File: src/rtl/neuron_mac_acc.sv
// Per-neuron multiply-accumulate: streams weights against packed activations,
// adds bias, rescales, saturates, optional ReLU, valid/ready output.
// Ports: clk, rst (async high), mac_en beat strobe, weight_in, act_in packed,
//   bias, result/out_valid/out_ready handshake, busy, err (sticky).
module neuron_mac_acc #(
  parameter int weight_n   = 5,
  parameter int data_width = 16,
  parameter int frac_bits  = 8,
  parameter bit relu_en    = 1'b1
) (
  input  logic                           clk,
  input  logic                           rst,
  input  logic                           mac_en,
  input  logic [data_width-1:0]          weight_in,
  input  logic [data_width*weight_n-1:0] act_in,
  input  logic [data_width-1:0]          bias,
  output logic [data_width-1:0]          result,
  output logic                           out_valid,
  input  logic                           out_ready,
  output logic                           busy,
  output logic                           err
);

  localparam int DW = data_width;
  localparam int PW = 2 * DW;
  localparam int AW = PW + $clog2(weight_n) + 1;
  localparam int CW = (weight_n > 1) ? $clog2(weight_n) : 1;
  localparam logic [CW-1:0] LAST = CW'(weight_n - 1);
  localparam bit ONE_BEAT = (weight_n == 1);

  typedef enum logic [1:0] {
    IDLE, ACCUM, FINISH, OUT
  } state_t;

  state_t state, state_n;

  logic signed [AW-1:0] acc, acc_n;
  logic [CW-1:0]        cnt, cnt_n;
  logic [DW-1:0]        result_n;
  logic                 valid_n;
  logic                 err_n;

  logic signed [DW-1:0] act_sel;
  logic signed [DW-1:0] w_s;
  logic signed [PW-1:0] prod;
  logic signed [AW-1:0] prod_x;
  logic signed [AW-1:0] bias_x;
  logic signed [AW-1:0] s;
  logic signed [AW-1:0] r;
  logic signed [AW-1:0] maxv;
  logic signed [AW-1:0] minv;
  logic [DW-1:0]        sat;

  assign act_sel = act_in[int'(cnt)*DW +: DW];
  assign w_s     = weight_in;
  assign prod    = w_s * act_sel;
  assign prod_x  = {{(AW-PW){prod[PW-1]}}, prod};
  assign bias_x  = {{(AW-DW){bias[DW-1]}}, bias};

  // Bias is aligned to the product's 2*frac_bits scale before the shift.
  assign s    = acc + (bias_x <<< frac_bits);
  assign r    = s >>> frac_bits;
  assign maxv = {{(AW-DW+1){1'b0}}, {(DW-1){1'b1}}};
  assign minv = ~maxv;

  always_comb begin
    sat = r[DW-1:0];
    if (r > maxv)      sat = maxv[DW-1:0];
    else if (r < minv) sat = minv[DW-1:0];
    if (relu_en && r[AW-1]) sat = '0;
  end

  always_comb begin
    state_n  = state;
    acc_n    = acc;
    cnt_n    = cnt;
    result_n = result;
    valid_n  = out_valid;
    err_n    = err;
    unique case (state)
      IDLE: begin
        if (mac_en) begin
          acc_n   = prod_x;
          cnt_n   = ONE_BEAT ? '0 : CW'(1);
          state_n = ONE_BEAT ? FINISH : ACCUM;
        end
      end
      ACCUM: begin
        if (mac_en) begin
          acc_n = acc + prod_x;
          if (cnt == LAST) begin
            cnt_n   = '0;
            state_n = FINISH;
          end else begin
            cnt_n = cnt + CW'(1);
          end
        end
      end
      FINISH: begin
        if (mac_en) err_n = 1'b1;
        result_n = sat;
        valid_n  = 1'b1;
        state_n  = OUT;
      end
      OUT: begin
        if (out_ready) begin
          valid_n = 1'b0;
          // A beat in the hand-off cycle starts the next pass directly.
          if (mac_en) begin
            acc_n   = prod_x;
            cnt_n   = ONE_BEAT ? '0 : CW'(1);
            state_n = ONE_BEAT ? FINISH : ACCUM;
          end else begin
            state_n = IDLE;
          end
        end else if (mac_en) begin
          err_n = 1'b1;
        end
      end
      default: state_n = IDLE;
    endcase
  end

  always_ff @(posedge clk or posedge rst) begin
    if (rst) begin
      state     <= IDLE;
      acc       <= '0;
      cnt       <= '0;
      result    <= '0;
      out_valid <= 1'b0;
      err       <= 1'b0;
    end else begin
      state     <= state_n;
      acc       <= acc_n;
      cnt       <= cnt_n;
      result    <= result_n;
      out_valid <= valid_n;
      err       <= err_n;
    end
  end

  assign busy = (state == ACCUM) || (state == FINISH);

endmodule

File: config.mk
export PLATFORM = sky130hd
export DESIGN_NAME = neuron_mac_acc
export DESIGN_NICKNAME = d
export VERILOG_FILES = /design/src/rtl/neuron_mac_acc.sv
export SDC_FILE = /design/constraint.sdc
export NUM_CORES = 1
export LEC_CHECK = 0
export CAP_MARGIN = 20
export CORE_ASPECT_RATIO = 0.5
export CORE_MARGIN = 4
export CORE_UTILIZATION = 50
export CTS_BUF_LIST = sky130_fd_sc_hd__clkbuf_4 sky130_fd_sc_hd__clkbuf_8
export DETAILED_ROUTE_END_ITERATION = 10
export GPL_TIMING_DRIVEN = 1
export PLACE_DENSITY_LB_ADDON = 0.2
export SLEW_MARGIN = 20
export SYNTH_ARGS = -nofsm -noshare
export SYNTH_HDL_FRONTEND = slang
export SYNTH_SLANG_ARGS = --single-unit
File: constraint.sdc
create_clock -name clk -period 11.8 [get_ports clk]
set_input_delay 3.54 -clock clk [delete_from_list [all_inputs] [get_ports clk]]
set_output_delay 3.54 -clock clk [all_outputs]
set_load 0.005 [all_outputs]
==> results.json, run 1 <==
{
  "synth_cells": 1872,
  "chipHeight_um": 136,
  "grt_first_pass_wirelength_um": 73500,
  "dpl.hpwl_um": 37600,
  "cts_tree": "built",
  "dp.cells": 2600,
  "crit_path_end_kind": "flop",
  "layout_common_cells": "308 x inv_1, 248 x fa_1, 226 x buf_4",
  "grt_pass1_vias": 14100,
  "insertion_delay_ns": 0.36,
  "cts_root_buffer": "clkbuf_8",
  "use_met1": 0.387,
  "busiest_layer": "met1",
  "use_met3": 0.0357,
  "status": "finished clean",
  "cts-hold-fix-buffers": 0,
  "r2r_cells": 36,
  "drt_pass1_iterations": 5,
  "yosys_register_bits": 59,
  "async_flop_share": 1.00,
  "crit_top_cell": "fa_1",
  "routedWlPerCell_um": 17.3,
  "num_rows": 46,
  "relSlewSlack": 0.463,
  "synthMuxAreaShare": 0.0321,
  "htreeDepth": 3,
  "dieArea_sq_mm": 0.0357,
  "r2r_slack_ns": 2.32,
  "synth_cell_types": 74,
  "gp_congestion": 0.922,
  "critPathMaxStageDelay_ns": 0.73,
  "synthAdderAreaFrac": 0.441,
  "clk_pin_slew_ns": 0.07,
  "postSynthNetCount": 2404,
  "via_per_inst": 5.38,
  "maxCapViolations": 0,
  "worst_pin_slew_ns": 0.805,
  "period_share": 0.974,
  "wirelength_um": 45600,
  "drive_gt1_frac": 0.200,
  "synth_top_family_by_area": "adder cells",
  "die_x_um": 263,
  "cts.path.max_buffers": 2,
  "yosysWarnings": 0,
  "drc_errors": 0,
  "track_usage": 0.253,
  "final_common_cell": "inv_1",
  "rsz0062_at_grt": "false",
  "grt_max_degree": 60,
  "fin_nets": 2732,
  "final_antenna_net_count": 0,
  "grt_use_met2": 0.387,
  "fin_worst_hold_slack_ns": 0.473,
  "start_util": 0.511,
  "hold_path_class": "reg -> reg",
  "synthXorXnorAreaFrac": 0.0424,
  "start_kind": "primary input",
  "cp.required_ns": 12.06,
  "final-max-slew-violation-count": 0,
  "worst-path-buf-inv": 5,
  "first_iter_violations": 775,
  "setup_viol": 0,
  "slowest_stage": "clkdlybuf4s50_1",
  "yosys.area_share.simple": 0.158,
  "num_io_pins": 135,
  "overflow": 0,
  "place.port_buffers": 134,
  "area_growth_pct": 27.9,
  "syn_area_per_cell_sq_um": 8.71,
  "crit_type": "in -> reg",
  "yosysSeqAreaShare": 0.0905,
  "critPathTopFamily": "adder cells",
  "cts_made_buffers": 9,
  "crit_end": "acc[32]$_DFFE_PP0P_",
  "multi_input_area_sq_mm": 0.0140,
  "critPathMaxFanout": 7,
  "fp.coreArea_sq_mm": 0.0319,
  "arrival_ns": 11.75,
  "instances_no_fill": 2639,
  "cts.sinks": 59,
  "ff_latch_area_sq_mm": 0.00148,
  "synth-edff-count": 0,
  "synth_compound_area_frac": 0.142,
  "cp-startpoint": "weight_in[7]",
  "rr_startpoint": "cnt[2]$_DFFE_PP0P_",
  "hold_viol_final": 0,
  "fillers": 2632,
  "antenna_found_initial": 2,
  "reg2reg_to": "acc[32]$_DFFE_PP0P_",
  "clock-skew-final_ns": 0.0138,
  "vias": 14200,
  "path_depth": 32,
  "fmaxAchievable_ghz": 0.0870,
  "fin_crit_ns": 11.49,
  "syn_area_sq_mm": 0.0163,
  "tns_ns": 0,
  "ys.flop_type": "dfrtp_1"
}
==> cell usage after synthesis, types with 5 or more instances <==
cell type  instances  share of area
fa_1             264           0.32
and3_1             7         0.0027
a211oi_1          18         0.0083
ha_1             152           0.12
nor3_1            15         0.0046
xnor2_1           54          0.029
nand2_1          175          0.040
xor2_1            25          0.013
or3_1             12         0.0046
mux4_2            16          0.022
o211ai_1          10         0.0046
and2_1            49          0.019
clkbuf_1          57          0.013
nand4_1            8         0.0031
or2_2              8         0.0031
nor2b_1           86          0.033
nand3_1           27         0.0083
a31oi_1           11         0.0042
mux2i_1           14         0.0086
inv_1            336          0.077
a22o_1             9         0.0048
dfrtp_1           59          0.091
nor2_1            84          0.019
nand2b_1          30          0.012
a21o_1            30          0.014
o21a_1            11         0.0051
a22oi_1           12         0.0055
o21bai_1          17         0.0078
a21oi_1          111          0.034
o22ai_1            6         0.0023
nor4_1             5         0.0019
o31ai_1            9         0.0041
o21ai_0           81          0.025
==> metrics by stage <==
step                setup WS [ns]  area (sq um)  utilization
floorplan                   0.146         16300            -
detailed placement         -0.579         19700        0.617
CTS                       -0.0173         19900        0.623
finish                      0.307         20900        0.654
global placement           -0.375         19700        0.617
global route               0.0167         20900        0.654
==> final cells by class <==
class                      instances  share of cell area
antenna                            2            0.000240
clock buffer                      10             0.00630
clock inverter                     6             0.00156
inverter                         337              0.0606
multi-input combinational       1412               0.669
sequential                        59              0.0708
tap                              432              0.0259
timing repair buffer             381               0.165
==> layer usage <==
metal / up-vias / wire [um] / part of all wire
li1: 6737 / - / -
met1: 6992 / 22200 / 0.49
met2: 403 / 20200 / 0.44
met3: 54 / 2580 / 0.057
met4: 0 / 670 / 0.015
met5: - / 0 / 0
==> cells by family after synthesis <==
group,after synthesis
AND/OR/NAND/NOR,521
adder cells (fa/ha/maj),416
buffers and inverters,401
AO/OA/AOI/OAI,364
XOR/XNOR,79
flip-flops,59
multiplexers,32
==> sequential cells by signal (all words and copies together) (netlist names) <==
register	count
acc	36
cnt	3
err	1
out_valid	1
result	16
state	2
==> worst min-delay path by stage <==
stage,from,endpoint,cells after the start
after floorplan,err$_DFFE_PP0P_,err$_DFFE_PP0P_,1
after global placement,err$_DFFE_PP0P_,err$_DFFE_PP0P_,1
after detailed placement,err$_DFFE_PP0P_,err$_DFFE_PP0P_,1
after CTS,err$_DFFE_PP0P_,err$_DFFE_PP0P_,1
after global routing,err$_DFFE_PP0P_,err$_DFFE_PP0P_,1
final,err$_DFFE_PP0P_,err$_DFFE_PP0P_,1
==> timing repair <==
item / in CTS / in global routing
resized for setup: 7 / 242
setup buffers: 0 / 21
endpoints found under the setup margin: 6 / 20
pin swaps: 1 / 115
Power of run 1 is not shown: default switching activity piles up to over one toggle a cycle in this logic, so the estimate is an artifact.
==> run 2, diff against run 1 <==
- CORE_MARGIN: 4 -> 8
==> run 2 against run 1 <==
Final cell count fell by 0.49%. Sequential share of layout area is 0.094 points higher. Non-clock buffer count is 12 lower. Clock-buffer cell count shrank 1. Largest cell class unchanged. First-iteration DRC count grew 27%. Global-route usage fell by 1.8 points. Critical path depth grew 4. Maximum frequency decreased by 0.82%. Worst hold slack got worse by 0.0017 ns. Sequential cell count stayed put. Wire length grew 0.70%. Critical endpoint is now acc[34]$_DFFE_PP0P_.
==> results.json, run 2 (synthesis gave the netlist of run 1 again) <==
{
  "vias": 14100,
  "min_to": "err$_DFFE_PP0P_",
  "setup_viol": 0,
  "die_x_um": 271,
  "min_from": "err$_DFFE_PP0P_",
  "final_core_util": 0.646,
  "r2r_slack_ns": 2.07,
  "period_share": 0.982,
  "crit_path_end_kind": "flop",
  "top_register": "acc",
  "slowest_stage": "fa_2",
  "clock-skew-final_ns": 0.0153,
  "cts_root_buffer": "clkbuf_8",
  "gp_congestion": 0.913,
  "dpl.hpwl_um": 38100,
  "final_antenna_net_count": 0,
  "overflow": 0,
  "crit_top_cell": "fa_1",
  "instances_no_fill": 2626,
  "drc_errors": 0,
  "status": "finished clean",
  "dieArea_sq_mm": 0.0390,
  "chipHeight_um": 144,
  "fin_nets": 2720,
  "relSlewSlack": 0.186,
  "hold_viol_final": 0,
  "cp.required_ns": 12.06,
  "critPathMaxFanout": 6,
  "critPathMaxStageDelay_ns": 0.61,
  "setup_ws_ns": 0.212,
  "via_per_inst": 5.38,
  "reg2reg_to": "acc[34]$_DFFE_PP0P_",
  "r2r_cells": 38,
  "final_common_cell": "inv_1",
  "cts.path.max_buffers": 2,
  "drive_gt1_frac": 0.180,
  "grt_max_degree": 60,
  "top_regs": "acc (36), result (16), cnt (3)",
  "clk_pin_slew_ns": 0.08,
  "fmaxAchievable_ghz": 0.0863,
  "num_io_pins": 135,
  "first_iter_violations": 982,
  "start_kind": "primary input",
  "maxCapViolations": 0,
  "hold_depth": 1,
  "routedWlPerCell_um": 17.5,
  "place.port_buffers": 134,
  "cts_made_buffers": 9,
  "area_growth_pct": 26.2,
  "hold_path_class": "reg -> reg",
  "final-max-slew-violation-count": 0,
  "num_rows": 46,
  "fin_crit_ns": 11.59,
  "dp.cells": 2598,
  "start_util": 0.511,
  "wirelength_um": 45900,
  "track_usage": 0.235,
  "rr_startpoint": "cnt[2]$_DFFE_PP0P_",
  "insertion_delay_ns": 0.37,
  "largest_reg_flops": 36,
  "antenna_found_initial": 1,
  "fp.coreArea_sq_mm": 0.0319,
  "grt_pass1_vias": 14400,
  "layout_common_cells": "325 x inv_1, 253 x fa_1, 218 x buf_4",
  "worst_pin_slew_ns": 1.21,
  "htreeDepth": 3,
  "grt_first_pass_wirelength_um": 74500,
  "crit_type": "in -> reg",
  "cts.sinks": 59,
  "arrival_ns": 11.85,
  "preCtsSetupSlack_ns": -0.464,
  "cts_tree": "built",
  "drt_pass1_iterations": 5
}
==> run 2: area by class of cell <==
type / count / area [sq um]
clock inverters: 7 / 76.3
diodes: 1 / 2.50
multi-input cells: 1412 / 13900
repair buffers: 369 / 3240
fillers: 2661 / 11300
inverters: 337 / 1260
flip-flops and latches: 59 / 1480
clock buffers: 9 / 124
well taps: 432 / 541
==> run 2: worst max-delay path by stage <==
stage,from,end,slack (ns),depth (start not counted)
2_1_floorplan,act_in[54],acc[32]$_DFFE_PP0P_,0.15,33
3_3_place_gp,act_in[51],acc[35]$_DFFE_PP0P_,-0.37,32
3_5_place_dp,act_in[38],acc[32]$_DFFE_PP0P_,-0.46,35
4_1_cts,act_in[51],acc[35]$_DFFE_PP0P_,-0.04,34
5_1_grt,act_in[38],acc[34]$_DFFE_PP0P_,-0.04,36
6_report,act_in[51],acc[34]$_DFFE_PP0P_,0.21,36
==> run 2: metal layers <==
layer,share of wire,vias to the layer above,global-route usage
li1,-,6705,-
met1,0.47,6923,0.340
met2,0.45,450,0.367
met3,0.063,47,0.0413
met4,0.014,0,0.0474
met5,0,-,0
==> run 2: critical path: cells and delay by family <==
| kind | cells | cell delay (ns) |
|---|---|---|
| and+or+nand+nor | 4 | 0.68 |
| muxes | 1 | 0.48 |
| AOI/OAI and AO/OA | 14 | 2.42 |
| xor gates and xnor gates | 2 | 0.19 |
| buffers and inverters | 7 | 0.93 |
| adders and majority gates | 8 | 3.57 |
==> run 2: repair_timing <==
| action | in CTS | in global routing |
|---|---|---|
| endpoints found under the setup margin | 5 | 18 |
| setup buffers | 0 | 10 |
| gates cloned | 0 | 1 |
| pin swaps | 0 | 50 |
| resized for setup | 5 | 157 |
| hold buffers | 0 | 0 |
==> run 2: per-stage QoR <==
| step | instance area, sq um | TNS (ns) | hold WS (ns) |
|---|---|---|---|
| floorplan | 16300 | 0 | 0.451 |
| global placement | 19700 | -2.38 | 0.450 |
| detailed placement | 19700 | -3.26 | 0.450 |
| CTS | 19900 | -0.0447 | 0.471 |
| global route | 20600 | -0.0836 | 0.484 |
| finish | 20600 | 0 | 0.471 |
Power of run 2 is left out for the same reason.
